## src/rtl/uart_tx_scheduler_pkg.sv

```systemverilog
// Shared types and constants for the UART transmit scheduler.
// Imported by the interface, byte issuer and scheduler top.
package uart_sched_pkg;

  typedef enum logic [2:0] {
    IDLE,
    SOF,
    ID,
    FETCH,
    PAYLOAD,
    CKSUM
  } sched_state_e;

  typedef enum logic [1:0] {
    ISS_IDLE,
    ISS_START,
    ISS_WAIT_HI,
    ISS_WAIT_LO
  } iss_state_e;

  localparam logic [7:0] SOF_DEFAULT = 8'hA5;

  // Single-step wrap of an index that can exceed n by less than n.
  function automatic int unsigned rr_wrap(input int unsigned idx, input int unsigned n);
    return (idx >= n) ? idx - n : idx;
  endfunction

endpackage

```

## src/rtl/uart_tx_scheduler_if.sv

```systemverilog
// Requester, UART and status signals of the transmit scheduler.
// master = scheduler side, slave = requesters/UART/observer side.
interface uart_tx_scheduler_if #(
  parameter int unsigned NUM_REQ = 4
);
  localparam int unsigned IDW = $clog2(NUM_REQ);

  logic [NUM_REQ-1:0]   req_valid;
  logic [NUM_REQ*8-1:0] req_data;
  logic [NUM_REQ-1:0]   req_last;
  logic [NUM_REQ-1:0]   req_ready;
  logic [7:0]           tx_data;
  logic                 tx_start;
  logic                 tx_busy;
  logic                 active;
  logic [IDW-1:0]       grant_id;
  logic                 pkt_done;
  logic                 pkt_trunc;

  modport master (
    input  req_valid, req_data, req_last, tx_busy,
    output req_ready, tx_data, tx_start, active, grant_id, pkt_done, pkt_trunc
  );

  modport slave (
    output req_valid, req_data, req_last, tx_busy,
    input  req_ready, tx_data, tx_start, active, grant_id, pkt_done, pkt_trunc
  );

endinterface

```

## src/rtl/uart_tx_scheduler_issuer.sv

```systemverilog
// Byte issuer: hands one byte to the UART via the start/busy handshake
// and pulses done_o once the transmitter has dropped busy again.
module uart_byte_issuer
  import uart_sched_pkg::*;
(
  input  logic       clk,
  input  logic       reset,
  input  logic       issue_i,
  input  logic [7:0] byte_i,
  output logic       done_o,
  output logic [7:0] tx_data_o,
  output logic       tx_start_o,
  input  logic       tx_busy_i
);

  iss_state_e state_q, state_d;
  logic [7:0] data_q, data_d;

  always_ff @(posedge clk or posedge reset) begin
    if (reset) begin
      state_q <= ISS_IDLE;
      data_q  <= '0;
    end else begin
      state_q <= state_d;
      data_q  <= data_d;
    end
  end

  always_comb begin
    state_d    = state_q;
    data_d     = data_q;
    done_o     = 1'b0;
    tx_start_o = 1'b0;
    case (state_q)
      ISS_IDLE: begin
        if (issue_i && !tx_busy_i) begin
          data_d  = byte_i;
          state_d = ISS_START;
        end
      end
      ISS_START: begin
        tx_start_o = 1'b1;
        state_d    = ISS_WAIT_HI;
      end
      ISS_WAIT_HI: begin
        if (tx_busy_i) state_d = ISS_WAIT_HI == ISS_WAIT_HI ? ISS_WAIT_LO : ISS_WAIT_HI;
      end
      ISS_WAIT_LO: begin
        if (!tx_busy_i) begin
          done_o  = 1'b1;
          state_d = ISS_IDLE;
        end
      end
      default: state_d = ISS_IDLE;
    endcase
  end

  // Data is held from the start strobe until the byte completes.
  assign tx_data_o = data_q;

endmodule

```

## src/rtl/uart_tx_scheduler.sv

```systemverilog
// Round-robin packet scheduler sharing one UART transmitter between NUM_REQ sources.
// Frame: SOF, source ID, payload, plus trailing checksum when UART_SCHED_CHECKSUM_EN is defined.
module uart_tx_scheduler
  import uart_sched_pkg::*;
#(
  parameter int unsigned NUM_REQ  = 4,
  parameter int unsigned MAX_LEN  = 64,
  parameter logic [7:0]  SOF_BYTE = SOF_DEFAULT
) (
  input  logic               clk,
  input  logic               reset,
  uart_tx_scheduler_if.master bus
);

  localparam int unsigned IDW  = $clog2(NUM_REQ);
  localparam int unsigned LENW = $clog2(MAX_LEN + 1);

  sched_state_e     state_q, state_d;
  logic [IDW-1:0]   grant_q, grant_d;
  logic [IDW-1:0]   ptr_q, ptr_d;
  logic             active_q, active_d;
  logic [LENW-1:0]  len_q, len_d;
  logic [7:0]       byte_q, byte_d;
  logic             last_q, last_d;
  logic             trunc_q, trunc_d;
  logic             done_q, done_d;
  logic             trunc_pls_q, trunc_pls_d;
`ifdef UART_SCHED_CHECKSUM_EN
  logic [7:0]       cksum_q, cksum_d;
`endif

  logic             found;
  logic [IDW-1:0]   pick;
  logic             at_max;
  logic [7:0]       pay_byte;
  logic             iss_req;
  logic [7:0]       iss_byte;
  logic             iss_done;
  logic [NUM_REQ-1:0] ready;
  logic [IDW-1:0]   ptr_next;

  always_ff @(posedge clk or posedge reset) begin
    if (reset) begin
      state_q     <= IDLE;
      grant_q     <= '0;
      ptr_q       <= '0;
      active_q    <= 1'b0;
      len_q       <= '0;
      byte_q      <= '0;
      last_q      <= 1'b0;
      trunc_q     <= 1'b0;
      done_q      <= 1'b0;
      trunc_pls_q <= 1'b0;
`ifdef UART_SCHED_CHECKSUM_EN
      cksum_q     <= '0;
`endif
    end else begin
      state_q     <= state_d;
      grant_q     <= grant_d;
      ptr_q       <= ptr_d;
      active_q    <= active_d;
      len_q       <= len_d;
      byte_q      <= byte_d;
      last_q      <= last_d;
      trunc_q     <= trunc_d;
      done_q      <= done_d;
      trunc_pls_q <= trunc_pls_d;
`ifdef UART_SCHED_CHECKSUM_EN
      cksum_q     <= cksum_d;
`endif
    end
  end

  // First valid requester at or after the pointer, wrapping.
  always_comb begin
    logic [IDW-1:0] cand;
    found = 1'b0;
    pick  = '0;
    cand  = '0;
    for (int unsigned i = 0; i < NUM_REQ; i++) begin
      cand = IDW'(rr_wrap(32'(ptr_q) + i, NUM_REQ));
      if (!found && bus.req_valid[cand]) begin
        found = 1'b1;
        pick  = cand;
      end
    end
  end

  assign pay_byte = bus.req_data[{grant_q, 3'b000} +: 8];
  assign at_max   = (len_q == LENW'(MAX_LEN - 1));
  assign ptr_next = (grant_q == IDW'(NUM_REQ - 1)) ? '0 : grant_q + IDW'(1);

  always_comb begin
    iss_req  = 1'b0;
    iss_byte = '0;
    case (state_q)
      SOF: begin
        iss_req  = 1'b1;
        iss_byte = SOF_BYTE;
      end
      ID: begin
        iss_req  = 1'b1;
        iss_byte = 8'(grant_q);
      end
      PAYLOAD: begin
        iss_req  = 1'b1;
        iss_byte = byte_q;
      end
`ifdef UART_SCHED_CHECKSUM_EN
      CKSUM: begin
        iss_req  = 1'b1;
        iss_byte = cksum_q;
      end
`endif
      default: ;
    endcase
  end

  always_comb begin
    state_d     = state_q;
    grant_d     = grant_q;
    ptr_d       = ptr_q;
    active_d    = active_q;
    len_d       = len_q;
    byte_d      = byte_q;
    last_d      = last_q;
    trunc_d     = trunc_q;
    done_d      = 1'b0;
    trunc_pls_d = 1'b0;
    ready       = '0;
`ifdef UART_SCHED_CHECKSUM_EN
    cksum_d     = cksum_q;
`endif
    case (state_q)
      IDLE: begin
        if (found) begin
          grant_d  = pick;
          active_d = 1'b1;
          len_d    = '0;
`ifdef UART_SCHED_CHECKSUM_EN
          cksum_d  = '0;
`endif
          state_d  = SOF;
        end
      end
      SOF: begin
        if (iss_done) state_d = ID;
      end
      ID: begin
        if (iss_done) begin
`ifdef UART_SCHED_CHECKSUM_EN
          cksum_d = cksum_q + 8'(grant_q);
`endif
          state_d = FETCH;
        end
      end
      FETCH: begin
        if (bus.req_valid[grant_q]) begin
          ready[grant_q] = 1'b1;
          byte_d  = pay_byte;
          last_d  = bus.req_last[grant_q] || at_max;
          trunc_d = at_max && !bus.req_last[grant_q];
          len_d   = len_q + LENW'(1);
          state_d = PAYLOAD;
        end
      end
      PAYLOAD: begin
        if (iss_done) begin
`ifdef UART_SCHED_CHECKSUM_EN
          cksum_d = cksum_q + byte_q;
          state_d = last_q ? CKSUM : FETCH;
`else
          if (last_q) begin
            done_d      = 1'b1;
            trunc_pls_d = trunc_q;
            ptr_d       = ptr_next;
            active_d    = 1'b0;
            state_d     = IDLE;
          end else begin
            state_d = FETCH;
          end
`endif
        end
      end
`ifdef UART_SCHED_CHECKSUM_EN
      CKSUM: begin
        if (iss_done) begin
          done_d      = 1'b1;
          trunc_pls_d = trunc_q;
          ptr_d       = ptr_next;
          active_d    = 1'b0;
          state_d     = IDLE;
        end
      end
`endif
      default: state_d = IDLE;
    endcase
  end

  uart_byte_issuer u_issuer (
    .clk        (clk),
    .reset      (reset),
    .issue_i    (iss_req),
    .byte_i     (iss_byte),
    .done_o     (iss_done),
    .tx_data_o  (bus.tx_data),
    .tx_start_o (bus.tx_start),
    .tx_busy_i  (bus.tx_busy)
  );

  assign bus.req_ready = ready;
  assign bus.active    = active_q;
  assign bus.grant_id  = grant_q;
  assign bus.pkt_done  = done_q;
  assign bus.pkt_trunc = trunc_pls_q;

endmodule

```

## src/flat_wrapper.sv

```systemverilog
// flat-port wrapper written by rule: the top's interface ports become plain ports
module uart_tx_scheduler_flat import uart_sched_pkg::*;
#(
  parameter int unsigned NUM_REQ  = 4,
  parameter int unsigned MAX_LEN  = 64,
  parameter logic [7:0]  SOF_BYTE = SOF_DEFAULT
)
  (clk, reset, bus_req_valid, bus_req_data, bus_req_last, bus_tx_busy, bus_req_ready, bus_tx_data, bus_tx_start, bus_active, bus_grant_id, bus_pkt_done, bus_pkt_trunc);
  uart_tx_scheduler_if #(.NUM_REQ(NUM_REQ)) bus_i ();
  input  logic clk;
  input  logic reset;
  input wire logic [$bits(bus_i.req_valid)-1:0] bus_req_valid;
  input wire logic [$bits(bus_i.req_data)-1:0] bus_req_data;
  input wire logic [$bits(bus_i.req_last)-1:0] bus_req_last;
  input wire logic [$bits(bus_i.tx_busy)-1:0] bus_tx_busy;
  output wire logic [$bits(bus_i.req_ready)-1:0] bus_req_ready;
  output wire logic [$bits(bus_i.tx_data)-1:0] bus_tx_data;
  output wire logic [$bits(bus_i.tx_start)-1:0] bus_tx_start;
  output wire logic [$bits(bus_i.active)-1:0] bus_active;
  output wire logic [$bits(bus_i.grant_id)-1:0] bus_grant_id;
  output wire logic [$bits(bus_i.pkt_done)-1:0] bus_pkt_done;
  output wire logic [$bits(bus_i.pkt_trunc)-1:0] bus_pkt_trunc;
  assign bus_i.req_valid = bus_req_valid;
  assign bus_i.req_data = bus_req_data;
  assign bus_i.req_last = bus_req_last;
  assign bus_i.tx_busy = bus_tx_busy;
  assign bus_req_ready = bus_i.req_ready;
  assign bus_tx_data = bus_i.tx_data;
  assign bus_tx_start = bus_i.tx_start;
  assign bus_active = bus_i.active;
  assign bus_grant_id = bus_i.grant_id;
  assign bus_pkt_done = bus_i.pkt_done;
  assign bus_pkt_trunc = bus_i.pkt_trunc;
  uart_tx_scheduler #(.NUM_REQ(NUM_REQ), .MAX_LEN(MAX_LEN), .SOF_BYTE(SOF_BYTE)) u_core (.clk(clk), .reset(reset), .bus(bus_i));
endmodule
```

## config.mk

```make
export PLATFORM = sky130hd
export DESIGN_NAME = uart_tx_scheduler_flat
export DESIGN_NICKNAME = d
export VERILOG_FILES = /design/src/rtl/uart_tx_scheduler_pkg.sv /design/src/rtl/uart_tx_scheduler_if.sv /design/src/rtl/uart_tx_scheduler_issuer.sv /design/src/rtl/uart_tx_scheduler.sv /design/src/flat_wrapper.sv
export SDC_FILE = /design/constraint.sdc
export NUM_CORES = 1
export LEC_CHECK = 0
export CAP_MARGIN = 5
export CORE_MARGIN = 4
export CORE_UTILIZATION = 35
export DETAILED_ROUTE_END_ITERATION = 8
export SETUP_SLACK_MARGIN = 0.1
export SYNTH_ARGS = -nofsm -noshare
export SYNTH_HDL_FRONTEND = slang
export SYNTH_SLANG_ARGS = --single-unit
```

## constraint.sdc

```tcl
create_clock -name clk -period 4.1 [get_ports clk]
set_clock_uncertainty 0.15 [all_clocks]
set_input_delay 1.025 -clock clk [delete_from_list [all_inputs] [get_ports clk]]
set_output_delay 1.025 -clock clk [all_outputs]
set_load 0.02 [all_outputs]
```

==> results.yml, run 1 <==
cts:
  htreeDepth: 2
  clk_pin_slew_ns: 0.08
  clk_latency_ns: 0.29
  post_cts_buffers: 0
  cts.sinks: 37
  cts_tree: "built"
  clockRootBuffer: "clkbuf_8"
  cts_made_buffers: 5
  postCtsHoldBufs: 0
  cts_buffer_depth: 2
grt:
  antenna_found_initial: 0
  grt_usage_pct: 14.0
  grt_pass1_vias: 1749
  grt_overflow_total: 0
  grt_max_degree: 38
  grt_pass1_wl_um: 8480
logic_synthesis:
  seq_area_frac_synth_pct: 41.1
  ys_ff_latch: 37
  synth_top_area_share_pct: 41.1
  synth_cells: 200
  synth.cell_area_um2: 2250
  yosysMostFrequentCell: "dfrtp_1"
  post_synth.cell_area_avg_um2: 11.3
  synth_cell_types: 51
  ys.flop_type: "dfrtp_1"
  synth_commonest_cells: "37 x dfrtp_1, 12 x inv_1, 12 x mux2_1, 11 x a21oi_1"
  ys_warn_count: 0
  synth_edf_count: 0
  synthArstFlopShare_pct: 100
  synthesis.nets: 253
  yosys.area.top_type: "dfrtp_1"
  synth_area_leaders: "dfrtp_1 41%, mux4_2 9.0%, mux2_1 6.0%, ha_1 5.6%, mux2i_1 3.1%"
sta:
  hold_viol_final: 0
  max_freq_ghz: 0.279
  slew_headroom_pct: 52.7
  period_share_pct: 87.4
  fin_crit_ns: 3.58
  setup_violations: 0
  worstMarginPinSlew_ns: 0.703
  drv_slew: 0
  fin_tns_setup_ns: 0
  setup_ws_ns: 0.517
  rsz0062_at_grt: "false"
power:
  pwr-share-comb_pct: 52.4
  switching_share_pct: 39.6
  power_density_nw_per_um2: 604
  clkPwrFrac_pct: 14.8
  ir_worst_vdd_uv: 282
  pwr-share-seq_pct: 32.9
  intPower_uw: 1110
  leakagePower_uw: 0.00137
  netSwitchingPower_uw: 730
route:
  drc: 0
  vias: 1776
  dr.first_iter.drc_count: 64
  wire_per_inst_um: 14.9
  viasPerCell: 5.24
  drt-total-wl_um: 5060
  firstDrtPassIters: 4
  drtAntennaViolNets: 0
worst_setup_path:
  cp.arrival_ns: 2.41
  cp-start-kind: "input pin"
  criticalPathCategory: "in -> out"
  crit_path_end_kind: "output port"
  worstPathRequired_ns: 2.92
  cp_max_fo: 6
place:
  placed_area_um2: 2940
  numPortBuffers: 60
  dp_worst_setup_slack_ns: 0.105
  gp_congestion: 0.853
  hpwl_um: 3890
die:
  core_um2: 6100
  dieHeight_um: 88.2
  die_w_um: 88.2
  num_rows: 28
  start_util_pct: 36.9
  die-area_um2: 7780
  io_pins: 61
cells_and_area:
  nFillCells: 594
  diodes: 0
  drive_above_1_share_pct: 14.4
  finalInstanceArea_um2: 3050
  finalNetCount: 316
  area_growth_pct: 35.5
outcome:
  run_status: "complete, no violations"
min_path:
  hp-class: "reg -> reg"
flow_run:
  max-cap-violations: 0
-- power groups by stage --
| stage | registers, uW | logic [uW] | clock network [uW] |
|---|---|---|---|
| floorplan | 627 | 669 | 0 |
| global placement | 611 | 976 | 0 |
| detailed placement | 617 | 983 | 0 |
| CTS | 609 | 986 | 277 |
| global route | 630 | 1070 | 295 |
| finish | 605 | 964 | 272 |
-- kinds of logic after synthesis --
kind of cell | synth area share (%)
xor+xnor | 0.389
buf+inv | 5.06
simple gates | 13.5
mux | 20.1
compound gates | 14.2
flops | 41.1
fa+ha+maj | 5.56
-- worst max-delay path: stages --
cell,delay [ns]
clkdlybuf4s50_1,0.49
mux2i_1,0.33
o32ai_2,0.18
and2_1,0.19
dlymetal6s2s_1,0.20
-- metrics by stage --
step | hold slack, ns | util [%] | std cells | power (uW)
after floorplan | 0.304 | - | 200 | 1300
after global placement | 0.323 | 48.3 | 331 | 1590
after detailed placement | 0.331 | 48.3 | 331 | 1600
after CTS | 0.349 | 49.9 | 339 | 1870
after global routing | 0.371 | 50.0 | 339 | 2000
final | 0.344 | 50.0 | 339 | 1840
-- final timing paths --
| path | start | endpoint | slack (ns) | cells after the start |
|---|---|---|---|---|
| max in group asynchronous | reset | u_core.u_issuer.tx_data_o[1]$_DFFE_PP0P_ | 2.48 | 3 |
| hold reg to reg | u_core.byte_q[6]$_DFFE_PP0P_ | u_core.byte_q[6]$_DFFE_PP0P_ | 0.34 | 1 |
| hold / removal | u_core.byte_q[6]$_DFFE_PP0P_ | u_core.byte_q[6]$_DFFE_PP0P_ | 0.34 | 1 |
| setup reg to reg | u_core.state_q[2]$_DFFE_PP0P_ | u_core.byte_q[2]$_DFFE_PP0P_ | 1.89 | 4 |
| setup / recovery | bus_req_valid[0] | bus_req_ready[2] | 0.52 | 5 |
| min in group asynchronous | reset | u_core.len_q[5]$_DFFE_PP0P_ | 0.98 | 3 |
-- flip-flops by register name (all words and copies together) (netlist names) --
register and flops:
u_core.byte_q 8, u_core.u_issuer.tx_data_o 8, u_core.len_q 7, u_core.state_q 3
u_core.bus.grant_id 2, u_core.ptr_q 2, u_core.u_issuer.state_q 2, u_core.bus.active 1
u_core.bus.pkt_done 1, u_core.bus.pkt_trunc 1, u_core.last_q 1, u_core.trunc_q 1
-- what timing repair did --
item,in CTS,in global routing
gates resized for setup,0,4
setup endpoints to repair,0,4
endpoints found under the hold margin,0,0
-- area by class of cell --
type	instances	area [um^2]	share of cell area (%)
Sequential cell	37	926	30.4
Clock inverter	2	13.8	0.451
Tap cell	75	93.8	3.08
Timing Repair Buffer	69	678	22.2
Clock buffer	6	82.6	2.71
Multi-Input combinational cell	138	1210	39.7
Inverter	12	45.0	1.48
-- cells in the final DEF, fill, tap and decap left out, types with 2 or more instances in the layout --
master	n
nor4_1	2
clkdlybuf4s50_1	56
nand2_1	10
nand3_1	2
o21ai_1	2
a21oi_1	11
nand3b_1	2
a22oi_1	3
mux4_2	9
buf_4	9
and3_1	5
a221o_1	2
nand2b_1	3
o22ai_1	5
mux2i_1	7
dfrtp_1	37
dlymetal6s2s_1	4
o2bb2ai_1	2
ha_1	10
mux2_1	12
nor2b_1	4
clkbuf_8	6
mux2_2	4
o21ai_0	2
inv_1	12
a31oi_1	2
o32ai_2	2
nor2_1	10
and2_1	5
-- layer usage --
metal / vias to the layer above / track usage (%) / share of wire [%]
met4: 0 / 4.53 / 1.5
met1: 875 / 18.8 / 44
met5: - / 0 / 0
li1: 860 / - / -
met3: 7 / 3.01 / 4.8
met2: 34 / 22.6 / 49
Power figures use the tool's default switching activity.
==> run 2: changes to the inputs <==
- CORE_MARGIN: 4 -> 2
==> results.yml, run 2 (synthesis gave the netlist of run 1 again) <==
place:
  placed_area_um2: 2930
  gp_congestion: 0.771
  numPortBuffers: 60
  hpwl_um: 3570
sta:
  setup_violations: 0
  fin_crit_ns: 3.59
  slew_headroom_pct: 58.0
  max_freq_ghz: 0.278
  rsz0062_at_grt: "false"
  fin_tns_setup_ns: 0
  hold_viol_final: 0
  period_share_pct: 87.7
  drv_slew: 0
  worstMarginPinSlew_ns: 0.624
worst_setup_path:
  rrSetupSlack_ns: 1.79
  crit_path_end_kind: "output port"
  max_stage_delay_ns: 0.48
  cp.arrival_ns: 2.42
  crit_path_start: "bus_req_valid[1]"
  crit_slowest_cell: "clkdlybuf4s50_1"
  r2r_start: "u_core.state_q[1]$_DFFE_PP0P_"
  reg2regPathDepth: 4
  worstPathRequired_ns: 2.92
  r2r-end: "u_core.byte_q[2]$_DFFE_PP0P_"
  crit_end: "bus_req_ready[0]"
  criticalPathCategory: "in -> out"
  cp-start-kind: "input pin"
  path_cells: "clkdlybuf4s50_1, mux2i_1, o32ai_2, and2_1, dlymetal6s2s_1"
  cp_max_fo: 5
power:
  power_uw: 1890
  power_density_nw_per_um2: 616
  pwr-share-comb_pct: 50.0
  ir_worst_vdd_uv: 289
  netSwitchingPower_uw: 725
  switching_share_pct: 38.4
  clkPwrFrac_pct: 17.5
  intPower_uw: 1160
  leakagePower_uw: 0.00136
  pwr-share-seq_pct: 32.5
cells_and_area:
  area_growth_pct: 36.0
  final_common_cell: "clkdlybuf4s50_1"
  finalInstanceArea_um2: 3060
  layout_common_cells: "56 x clkdlybuf4s50_1, 37 x dfrtp_1, 12 x mux2_1, 12 x inv_1, 11 x a21oi_1"
  drive_above_1_share_pct: 13.7
  finalNetCount: 314
  diodes: 0
grt:
  grt_pass1_vias: 1772
  grt_pass1_wl_um: 8460
  antenna_found_initial: 0
  grt_max_degree: 38
  grt_usage_pct: 15.0
  grt_overflow_total: 0
route:
  firstDrtPassIters: 4
  viasPerCell: 5.18
  dr.first_iter.drc_count: 49
  wire_per_inst_um: 14.1
  drc: 0
  vias: 1757
  drtAntennaViolNets: 0
  drt-total-wl_um: 4770
cts:
  htreeDepth: 2
  cts.sinks: 37
  clk_pin_slew_ns: 0.08
  cts_buffer_depth: 2
  clk_latency_ns: 0.29
  clockRootBuffer: "clkbuf_8"
  cts_tree: "built"
  postCtsHoldBufs: 0
  cts_made_buffers: 5
  post_cts_buffers: 0
min_path:
  hp-class: "reg -> reg"
  hp-start: "u_core.trunc_q$_DFFE_PP0P_"
outcome:
  run_status: "complete, no violations"
die:
  dieHeight_um: 84.2
  io_pins: 61
  die-area_um2: 7090
  die_w_um: 84.2
  core_um2: 6280
  start_util_pct: 35.9
  num_rows: 29
flow_run:
  max-cap-violations: 0
## run 2: cell type report
type                       instances  area, um^2
fill                             581        3220
multi-input combinational        138        1210
sequential                        37         926
timing repair buffer              67         663
tap                               77        96.3
clock buffer                       6        82.6
inverter                          12        45.0
clock inverter                     2        37.5
## run 2: worst min path at each step
stage,to,slack (ns),cells after the start
final,u_core.bus.pkt_trunc$_DFF_PP0_,0.33,1
after global routing,u_core.bus.pkt_trunc$_DFF_PP0_,0.36,1
after CTS,u_core.bus.pkt_trunc$_DFF_PP0_,0.34,1
after detailed placement,u_core.bus.pkt_trunc$_DFF_PP0_,0.33,1
after global placement,u_core.bus.pkt_trunc$_DFF_PP0_,0.32,1
after floorplan,u_core.bus.pkt_trunc$_DFF_PP0_,0.30,1
## run 2: worst max-delay path, delay by kind of cell
kind,cells,cell delay (ns)
AO/OA/AOI/OAI,1,0.38
AND/OR/NAND/NOR,1,0.18
multiplexers,1,0.13
buffers and inverters,2,0.70
## run 2: per-stage QoR
step / util, % / hold slack [ns] / instances / setup WS [ns]
2_1_floorplan: - / 0.304 / 200 / 1.03
3_3_place_gp: 46.7 / 0.316 / 331 / 0.127
3_5_place_dp: 46.7 / 0.331 / 331 / 0.0927
4_1_cts: 48.6 / 0.337 / 339 / 0.103
5_1_grt: 48.8 / 0.361 / 339 / 0.363
6_report: 48.8 / 0.330 / 339 / 0.506
## run 2: what timing repair did
action,in CTS,in global routing
endpoints found under the hold margin,0,0
resized for setup,0,4
pin swaps,1,0
endpoints found under the setup margin,4,4
## run 2: routing by layer
layer | part of all wire, % | vias up | track usage [%]
met5 | 0 | - | 0
met4 | 1.4 | 0 | 4.84
met1 | 43 | 837 | 19.0
met3 | 7.4 | 6 | 4.52
li1 | - | 858 | -
met2 | 48 | 56 | 24.7
## run 2: power by group through the flow
stage,registers [uW],logic [uW],clock network (uW)
detailed placement,620,960,0
CTS,614,962,339
global route,638,1060,355
floorplan,627,669,0
finish,613,945,330
global placement,618,949,0
==> run 3: changes to the inputs <==
- PLACE_DENSITY: not set -> 0.61
==> results.yml, run 3 (synthesis gave the netlist of run 1 again) <==
sta:
  fin_crit_ns: 3.68
  drv_slew: 0
  slew_headroom_pct: 54.4
  max_freq_ghz: 0.272
  hold_slack_ns: 0.335
  worstMarginPinSlew_ns: 0.677
  fin_tns_setup_ns: 0
  period_share_pct: 89.8
  setup_violations: 0
  rsz0062_at_grt: "false"
  hold_viol_final: 0
cells_and_area:
  layout_common_cells: "56 x clkdlybuf4s50_1, 37 x dfrtp_1, 12 x mux2_1, 12 x inv_1, 11 x a21oi_1"
  diodes: 0
  drive_above_1_share_pct: 14.4
  finalNetCount: 316
  final_common_cell: "clkdlybuf4s50_1"
  area_growth_pct: 36.7
worst_setup_path:
  r2r-end: "u_core.u_issuer.tx_data_o[1]$_DFFE_PP0P_"
  worstPathRequired_ns: 2.92
  cp-start-kind: "input pin"
  path_buf_inv: 3
  reg2regPathDepth: 4
  criticalPathCategory: "in -> out"
  crit_family: "buffers and inverters"
  cp_max_fo: 6
  path_cells: "clkdlybuf4s50_1, mux2i_1, o32ai_2, buf_4, and2_1, dlymetal6s2s_1"
  max_stage_delay_ns: 0.49
  crit_path_end_kind: "output port"
  r2r_start: "u_core.state_q[2]$_DFFE_PP0P_"
  rrSetupSlack_ns: 1.93
  cp.arrival_ns: 2.50
  crit_slowest_cell: "clkdlybuf4s50_1"
cts:
  cts_made_buffers: 5
  cts_buffer_depth: 2
  clockRootBuffer: "clkbuf_8"
  cts_tree: "built"
  clk_latency_ns: 0.29
  clk_pin_slew_ns: 0.07
  cts.sinks: 37
  htreeDepth: 2
route:
  dr.first_iter.drc_count: 59
  drc: 0
  drt-total-wl_um: 4840
  drtAntennaViolNets: 0
  vias: 1775
  firstDrtPassIters: 5
  wire_per_inst_um: 14.2
  viasPerCell: 5.21
grt:
  grt_usage_pct: 14.2
  grt_pass1_wl_um: 8090
  grt_overflow_total: 0
  grt_pass1_vias: 1708
  antenna_found_initial: 0
  grt_max_degree: 38
die:
  dieHeight_um: 84.2
  io_pins: 61
  core_um2: 6280
  die_w_um: 84.2
  die-area_um2: 7090
  start_util_pct: 35.9
  num_rows: 29
min_path:
  hp-class: "reg -> reg"
  hold_depth: 1
  min_to: "u_core.bus.pkt_trunc$_DFF_PP0_"
  hp-start: "u_core.trunc_q$_DFFE_PP0P_"
flow_run:
  max-cap-violations: 0
place:
  numPortBuffers: 60
  gp_congestion: 0.735
  hpwl_um: 3550
power:
  power_uw: 1910
  leakagePower_uw: 0.00137
  ir_worst_vdd_uv: 256
  power_density_nw_per_um2: 621
outcome:
  run_status: "complete, no violations"
[run 3: through the flow]
step | instance area (um^2) | instances | setup slack, ns | utilization (%)
after CTS | 3060 | 340 | 0.109 | 48.7
final | 3080 | 341 | 0.420 | 49.0
after global placement | 2940 | 332 | 0.121 | 46.8
after floorplan | 2250 | 200 | 1.03 | -
after detailed placement | 2940 | 332 | 0.109 | 46.8
after global routing | 3080 | 341 | 0.304 | 49.0
[run 3: how the worst max path moves through the flow]
stage / start / endpoint / slack [ns] / cells past startpoint
floorplan: bus_req_valid[3] / bus_req_ready[0] / 1.03 / 4
global placement: bus_req_valid[3] / bus_req_ready[2] / 0.12 / 5
detailed placement: bus_req_valid[3] / bus_req_ready[0] / 0.11 / 5
CTS: bus_req_valid[3] / bus_req_ready[0] / 0.11 / 5
global route: bus_req_valid[3] / bus_req_ready[3] / 0.30 / 6
finish: bus_req_valid[0] / bus_req_ready[3] / 0.42 / 6
[run 3: repair_timing]
item	CTS	global route
gates resized for setup	0	4
hold buffers	0	0
setup endpoints to repair	0	4
buffers inserted	0	1
[run 3: routing by layer]
layer	vias to the layer above	share of wire, %	GRT usage, %
li1	857	-	-
met1	852	44	17.3
met2	58	48	24.5
met4	0	1.1	3.96
met5	-	0	0
met3	8	7.5	4.03
[run 3: power breakdown]
part / total, uW / internal, uW / switching (uW)
sequential: 607 / 496 / 111
clock: 337 / 198 / 139
combinational: 965 / 480 / 485
[run 3: layout make-up]
class	instances	area, um^2
fill	581	3200
multi-input combinational	138	1210
sequential	37	926
timing repair buffer	69	678
tap	77	96.3
clock buffer	6	82.6
inverter	12	45.0
clock inverter	2	37.5
